**config.mk**
```make
export PLATFORM = sky130hd
export DESIGN_NAME = load_store_unit
export DESIGN_NICKNAME = d
export VERILOG_FILES = /design/src/rtl/lsu_pkg.sv /design/src/rtl/lsu_lane_align.sv /design/src/rtl/load_store_unit.sv
export SDC_FILE = /design/constraint.sdc
export NUM_CORES = 1
export LEC_CHECK = 0
export ABC_AREA = 0
export BUFFER_PORTS_ARGS = -buffer_cell sky130_fd_sc_hd__buf_2
export CAP_MARGIN = 25
export CORE_AREA = 2 2 120 122
export DETAILED_ROUTE_END_ITERATION = 10
export DIE_AREA = 0 0 122 124
export GPL_ROUTABILITY_DRIVEN = 0
export GPL_TIMING_DRIVEN = 1
export MAX_ROUTING_LAYER = met4
export PLACE_DENSITY = 0.77
export SYNTH_ARGS = -nofsm -noshare
export SYNTH_HDL_FRONTEND = slang
export SYNTH_SLANG_ARGS = --single-unit
```
**constraint.sdc**
```tcl
create_clock -name clk -period 2.35 [get_ports clk]
set_clock_uncertainty 0.15 [all_clocks]
set_input_delay 0.47 -clock clk [delete_from_list [all_inputs] [get_ports clk]]
set_output_delay 0.47 -clock clk [all_outputs]
set_load 0.1 [all_outputs]
```
**src/rtl/lsu_pkg.sv**
```systemverilog
// lsu_pkg: shared encodings, states and lane helpers for the load/store unit
package lsu_pkg;
  typedef enum logic [2:0] {IDLE, LOAD, RMW_RD, RMW_WR, WR, DONE} lsu_state_e;
  localparam logic [1:0] SZ_BYTE = 2'b00;
  localparam logic [1:0] SZ_HALF = 2'b01;
  localparam logic [1:0] SZ_WORD = 2'b10;
  localparam logic [1:0] SZ_BAD = 2'b11;
  localparam logic [31:0] BYTE_LANE = 32'h0000_00ff;
  localparam logic [31:0] HALF_LANE = 32'h0000_ffff;
  // Big-endian lanes: offset 0 is the most significant byte, so the shift to
  // bring a lane down to bit 0 is (3-off)*8 for bytes and (2-off)*8 for halves.
  function automatic logic [4:0] lane_shift(input logic [1:0] sz, input logic [1:0] off);
    return sz == SZ_BYTE ? {~off, 3'b000} : sz == SZ_HALF ? {~off[1], 4'b0000} : 5'd0;
  endfunction
  function automatic logic misaligned(input logic [1:0] sz, input logic [1:0] off);
    return (sz == SZ_HALF && off[0]) || (sz == SZ_WORD && off != 2'b00) || sz == SZ_BAD;
  endfunction
endpackage

```
**src/rtl/lsu_lane_align.sv**
```systemverilog
// lsu_lane_align: sub-word load extraction/extension and store lane merge
module lsu_lane_align
  import lsu_pkg::*;
(
  input  logic [1:0]  size,
  input  logic [1:0]  offset,
  input  logic        signed_load,
  input  logic [31:0] rdata,
  input  logic [31:0] merge_buf,
  input  logic [31:0] wdata,
  output logic [31:0] load_val,
  output logic [31:0] merge_val
);
  logic [4:0] sh;
  logic [31:0] lane, mask, rep;
  assign sh = lane_shift(size, offset);
  assign lane = rdata >> sh;
  assign mask = (size == SZ_BYTE ? BYTE_LANE : size == SZ_HALF ? HALF_LANE : 32'hffff_ffff) << sh;
  assign rep = size == SZ_BYTE ? {4{wdata[7:0]}} : size == SZ_HALF ? {2{wdata[15:0]}} : wdata;
  assign load_val = size == SZ_BYTE ? {{24{signed_load & lane[7]}}, lane[7:0]}
                  : size == SZ_HALF ? {{16{signed_load & lane[15]}}, lane[15:0]} : lane;
  assign merge_val = (merge_buf & ~mask) | (rep & mask);
endmodule

```
**src/rtl/load_store_unit.sv**
```systemverilog
// load_store_unit: multicycle byte/half/word sequencer onto a word-addressed memory
module load_store_unit
  import lsu_pkg::*;
#(
  parameter int MEM_WORDS = 101
) (
  input  logic        clk,
  input  logic        reset,
  input  logic        req,
  input  logic        isStore,
  input  logic [1:0]  size,
  input  logic        signedLoad,
  input  logic [31:0] addr,
  input  logic [31:0] storeData,
  output logic [31:0] loadData,
  output logic        busy,
  output logic        done,
  output logic        fault,
  output logic [31:0] memAddress,
  input  logic [31:0] memDataIn,
  output logic [31:0] memDataOut,
  output logic        memRead,
  output logic        memWrite
);
  lsu_state_e state, nxt;
  logic [1:0] sz, off;
  logic sgn, flt, bad, accept;
  logic [31:0] sdata, mbuf, ld_val, merge_val;
  assign accept = state == IDLE && req;
  assign bad = misaligned(size, addr[1:0]) || {2'b00, addr[31:2]} >= 32'(MEM_WORDS);
  assign busy = state != IDLE;
  assign done = state == DONE;
  assign fault = done && flt;
  assign memRead = state == LOAD || state == RMW_RD;
  assign memWrite = (state == WR || state == RMW_WR) && !reset;
  assign memDataOut = (state == WR || state == RMW_WR) ? merge_val : '0;
  lsu_lane_align u_align (
    .size(sz),
    .offset(off),
    .signed_load(sgn),
    .rdata(memDataIn),
    .merge_buf(mbuf),
    .wdata(sdata),
    .load_val(ld_val),
    .merge_val(merge_val)
  );
  // state register
  always_ff @(posedge clk) begin
    state <= reset ? IDLE : nxt;
  end
  // dispatch on acceptance, then walk the fixed access sequence to DONE
  always_comb begin
    nxt = state;
    case (state)
      IDLE: nxt = !req ? IDLE : bad ? DONE : !isStore ? LOAD : size == SZ_WORD ? WR : RMW_RD;
      LOAD, WR, RMW_WR: nxt = DONE;
      RMW_RD: nxt = RMW_WR;
      default: nxt = IDLE;
    endcase
  end
  // request latch, merge buffer capture and load result register
  always_ff @(posedge clk) begin
    if (reset) begin
      {sz, off, sgn, flt, sdata, mbuf, memAddress, loadData} <= '0;
    end else begin
      if (accept) begin
        sz <= size;
        off <= addr[1:0];
        sgn <= signedLoad;
        flt <= bad;
        sdata <= storeData;
        memAddress <= {2'b00, addr[31:2]};
      end
      if (state == LOAD) loadData <= ld_val;
      if (state == RMW_RD) mbuf <= memDataIn;
    end
  end
endmodule

```
=== After elaboration in Yosys (flattened, before gate mapping) ===
Cells that the tools add are included.

* Shifts and indexed selects: 2
* Eq/ne operators: 9
* Bitwise operators: 8
* $lt $le $gt $ge: 1
* Muxes and demuxes: 14
* Reductions and logical operators: 16

{| class="wikitable"
|+ Operators by type and width
! kind !! number
|-
| 32-bit 2-to-1 mux || 7
|-
| 32-bit AND || 2
|-
| 32-bit NOT || 1
|-
| 32-bit OR || 1
|-
| 32-bit by 5-bit << shifter with 32-bit output || 1
|-
| 32-bit by 5-bit >> shifter with 32-bit output || 1
|-
| 30-bit by 7-bit greater-or-equal comparator with 1-bit output (second input constant) || 1
|-
| 3-bit 2-to-1 mux || 4
|-
| 5-bit 2-to-1 mux || 2
|-
| 3-bit case mux with 3 select lines || 1
|-
| 3-bit by 2-bit == test with 1-bit output (second input constant) || 2
|-
| 3-bit == test (second input constant) || 2
|-
| 1-bit logical AND || 5
|-
| 1-bit logical OR || 5
|-
| 2-bit by 1-bit == test with 1-bit output (second input constant) || 2
|-
| 2-bit == test (second input constant) || 2
|-
| 3-bit by 1-bit == test with 1-bit output (second input constant) || 1
|-
| 3-bit zero test || 1
|-
| 3-bit nonzero test || 1
|-
| 3-bit OR reduction || 1
|-
| 1-bit AND || 2
|-
| 2-bit zero test || 1
|-
| 2-bit NOT || 1
|-
| 2-bit nonzero test || 1
|-
| other kinds (2) || 2
|}

* Bits in registers: 135

=== Depth between registers and ports, before layout ===
* Word-level depth: 8
* Gate-level depth with buffers: 10
* Depth with buffers taken out: 5

=== Cells and area by module ===
A second synthesis with hierarchy kept.

* Cells, all modules: 855
* Area total of the unflattened synthesis: 6543.8 um^2

{| class="wikitable"
|+ By module, submodules not included
! module !! cells each !! times used !! area an instance (um^2)
|-
| load_store_unit || 660 || 1 || 5114.9
|-
| lsu_lane_align || 195 || 1 || 1428.9
|}

=== Worst setup path after synthesis ===
OpenSTA, ideal clock, no wires.

* Kind: flip-flop to output port
* From: register sz[0]
* To: output port memDataOut[14]
* Slack: -2072 ps
* Cell stages (with the launch flop): 8
* Data required time: 1730 ps
* Buffers on the path: 3
* Arrival: 3802 ps
* Cells stage by stage: dfxtp_1 > clkbuf_1 > nor2_1 > clkbuf_1 > a21oi_1 > clkbuf_1 > nor2_1 > a311oi_1

* Longest elaborated chain between the ends: 8

{| class="wikitable"
|+ RTL lines
! item !! line !! RTL
|-
| start: declaration || load_store_unit.sv:26 || <nowiki>logic [1:0] sz, off;</nowiki>
|-
| start signal: assignment || load_store_unit.sv:67 || <nowiki>sz <= size;</nowiki>
|-
| 2-bit by 1-bit == test with 1-bit output || lsu_pkg.sv:13, lsu_lane_align.sv:18 ||
|-
| 32-bit 2-to-1 mux / 5-bit 2-to-1 mux (equally long branches) (2 in a row) || lsu_lane_align.sv:18, lsu_pkg.sv:13 ||
|-
| 32-bit by 5-bit << shifter with 32-bit output || lsu_lane_align.sv:18 || <nowiki>assign mask = (size == SZ_BYTE ? BYTE_LANE : size == SZ_HALF ? HALF_LANE : 32'hffff_ffff) << sh;</nowiki>
|-
| 32-bit NOT || lsu_lane_align.sv:22 || <nowiki>assign merge_val = (merge_buf & ~mask) | (rep & mask);</nowiki>
|-
| 32-bit AND || lsu_lane_align.sv:22 ||
|-
| 32-bit OR * || lsu_lane_align.sv:22 ||
|-
| 32-bit 2-to-1 mux * || load_store_unit.sv:36 || <nowiki>assign memDataOut = (state == WR || state == RMW_WR) ? merge_val : '0;</nowiki>
|-
| end: declaration || load_store_unit.sv:21 || <nowiki>output logic [31:0] memDataOut,</nowiki>
|}

Mark *: on every way between the ends. The rest lies on a longest branch, timed or not.

=== Worst setup path after layout ===
* From: register sz[1]
* To: output port memDataOut[22]

* Longest elaborated chain between the ends: 8

{| class="wikitable"
|+ RTL lines
! item !! line
|-
| 2-bit by 1-bit == test with 1-bit output || lsu_pkg.sv:13, lsu_lane_align.sv:18, lsu_lane_align.sv:19
|-
| 32-bit 2-to-1 mux / 5-bit 2-to-1 mux (equally long branches) (2 in a row) || lsu_lane_align.sv:18, lsu_pkg.sv:13
|-
| 32-bit by 5-bit << shifter with 32-bit output || lsu_lane_align.sv:18
|-
| 32-bit NOT || lsu_lane_align.sv:22
|-
| 32-bit AND || lsu_lane_align.sv:22
|-
| 32-bit OR * || lsu_lane_align.sv:22
|-
| 32-bit 2-to-1 mux * || load_store_unit.sv:36
|}

Marked as above.

==> results.yml <==
run_status:
  status: "finished with violations"
  violations: "setup timing"
clock_tree:
  clk_path_buf_depth: 2
  cts_made_buffers: 17
  cts_root_buf: "clkbuf_16"
  clk_latency_ps: 420
  cts_htree_levels: 4
  clock-sinks: 135
  clkTransAtPathRegs_ps: 60
  cts_hold_buf: 0
  cts_tree: "done"
worst_setup_path:
  start_kind: "flop"
  ff2ff_setup_slack_ps: 150
  worst_setup_path_end_kind: "primary output"
  crit_fanout: 7
  r2r_end: "loadData[19]"
  r2r_start: "sz[1]"
  crit_required_ps: 1730
  reg2reg_depth: 7
  path_class: "reg2out"
  cp.arrival_ps: 1980
sta:
  fin_crit_ps: 2600
  fin_hold_ws_ps: 133
  slew_viol_final: 0
  grt_setup_unrepaired: "yes"
  max_freq_ghz: 0.385
  hold_viol_final: 0
  worst_slew_pin_slew_ps: 711
  fin_ws_ps: -246
  slew_headroom: 0.526
  fin_crit_sh: 1.10
  setup_viol: 32
routing:
  via_per_inst: 5.51
  dr.pass1.iters: 5
  vias: 6631
  routedWlPerCell_um: 18.0
  wl_um: 21600
  drc_errors: 0
  drt-initial-drc-count: 608
  drtAntennaViolNets: 0
floorplanning:
  die_x_um: 122
  die_y_um: 124
  placementRows: 43
  start_util: 0.448
  design.core.area_sq_um: 13700
  fp.dieArea_sq_um: 15100
  io_pins: 204
yosys:
  synth_most_common_cell: "nand2_1"
  ys_async_sr_fraction: 0
  synth_top_area_frac: 0.439
  ys.flop_type: "dfxtp_1"
  ys_types: 49
  ys_seq_area_frac: 0.439
  syn-cell-area_sq_um: 6150
  netlist_instances: 806
  synth-seq-cells: 135
  postSynthAreaPerCell_sq_um: 7.63
  synth.top_cells.by_area: "dfxtp_1, nand2_1, a21oi_1"
  synth_commonest_cells: "nand2_1, dfxtp_1, a21oi_1"
  yosysTopAreaCell: "dfxtp_1"
  synth_warnings: 0
  synth-edff-count: 0
min_path:
  worstHoldPathCells: 3
  holdCritPathClass: "in2reg"
  min-delay-start: "storeData[28]"
  whs_endpoint: "sdata[28]"
grt:
  antenna_found_initial: 3
  grt_max_degree: 65
  overflow: 0
  grt_use_total: 0.299
  grt_first_pass_wirelength_um: 33300
  first_global_vias: 6370
cells_and_area:
  fillers: 1036
  layout-drive-gt1-share: 0.382
  design_area_sq_um: 9430
  area_delta_synth_final_pct: 53.2
  final_util: 0.687
  nNetsFinal: 1112
  multiInputGateArea_sq_um: 3810
  regArea_sq_um: 2710
pwr:
  comb_power_share: 0.552
  power.share.clock: 0.202
  leakage_nw: 3.52
  ir_worst_vdd_mv: 1.00
  switching_share: 0.511
  p_sw_mw: 6.35
  seqPwrFrac: 0.246
  internal_power_mw: 6.08
  p_per_area_nw_per_um2: 1320
place:
  hpwlAfterDp_um: 14800
  numPortBuffers: 201
  dpl-instance-area_sq_um: 8410
flow_run:
  drv_cap: 0
metal layers:
| layer | GRT usage | wire, um | share of wire |
|---|---|---|---|
| met5 | - | 0 | 0 |
| met1 | 0.354 | 8690 | 0.40 |
| met3 | 0.0723 | 1790 | 0.083 |
| met2 | 0.493 | 10600 | 0.49 |
| met4 | 0.114 | 592 | 0.027 |
through the flow:
step / total power [mW] / setup TNS (ps) / cells / setup slack, ps
final: 12.4 / -5830 / 1204 / -246
after global routing: 12.9 / -8230 / 1204 / -307
after CTS: 12.4 / -5670 / 1203 / -255
after detailed placement: 9.42 / 0 / 1156 / 127
after global placement: 9.35 / 0 / 1156 / 170
after floorplan: 8.08 / -9340 / 807 / -395
power by group through the flow:
stage | registers, mW | clock network, mW | logic, mW
finish | 3.06 | 2.51 | 6.86
global route | 3.10 | 2.65 | 7.19
CTS | 3.04 | 2.52 | 6.81
detailed placement | 3.07 | 0 | 6.35
global placement | 3.05 | 0 | 6.30
floorplan | 5.21 | 0 | 2.86
flip-flops by register name (all words and copies together) (netlist names):
| signal | count |
|---|---|
| sdata | 32 |
| memAddress | 30 |
| state | 3 |
| sz | 2 |
| flt | 1 |
| off | 2 |
| mbuf | 32 |
| sgn | 1 |
| loadData | 32 |
cells in the final DEF (no fill, tap or decap), types with 5 or more instances in the layout:
cell / n
a211oi_1: 15
a211oi_2: 10
a211oi_4: 8
a21oi_1: 106
a21oi_4: 12
a311oi_4: 8
buf_12: 46
buf_2: 166
buf_4: 31
buf_6: 5
clkbuf_16: 17
clkinvlp_4: 5
dfxtp_1: 130
inv_1: 5
mux2_2: 7
mux2i_1: 15
mux2i_4: 7
mux4_2: 7
nand2_1: 274
nor2_1: 41
nor2_2: 8
nor2_4: 12
nor4_1: 5
o21ai_0: 7
o21ai_2: 6
area by class of cell:
cell class / instances / area share
Multi-Input combinational cell: 600 / 0.405
Sequential cell: 135 / 0.288
Timing Repair Buffer: 250 / 0.222
Clock buffer: 19 / 0.0480
Tap cell: 180 / 0.0239
Clock inverter: 12 / 0.0111
Inverter: 5 / 0.00199
Antenna cell: 3 / 0.000796
kinds of logic after synthesis:
logic type	Yosys count	synth area share
and+or+nand+nor	364	0.236
DFF	135	0.439
AOI/OAI and AO/OA	194	0.192
buffers and inverters	73	0.0537
xor gates and xnor gates	1	0.00142
other	1	0.000610
muxes	38	0.0775
critical path: stages (launching register included):
cell and delay [ps]:
dfxtp_4 370, or2_4 250, nor2_4 100, buf_12 130, a21oi_4 60, buf_8 170, a211oi_4 260, buf_12 210
how the worst max path moves through the flow:
stage               startpoint              to  slack (ps)  cells past startpoint
global placement         sz[0]  memDataOut[17]         170                      6
global route             sz[1]  memDataOut[21]        -310                      7
floorplan                sz[1]  memDataOut[16]        -400                      7
finish                   sz[1]  memDataOut[22]        -250                      7
CTS                      sz[1]  memDataOut[22]        -250                      7
detailed placement       sz[0]  memDataOut[18]         130                      6
repair_timing:
action,4_1_cts,5_1_grt
setup endpoints to repair,34,32
setup buffers,14,1
hold endpoints to repair,0,0
gates cloned,2,0
gates resized for setup,74,7
pin swaps,16,6
No activity file was read; power rests on OpenSTA's default activity.
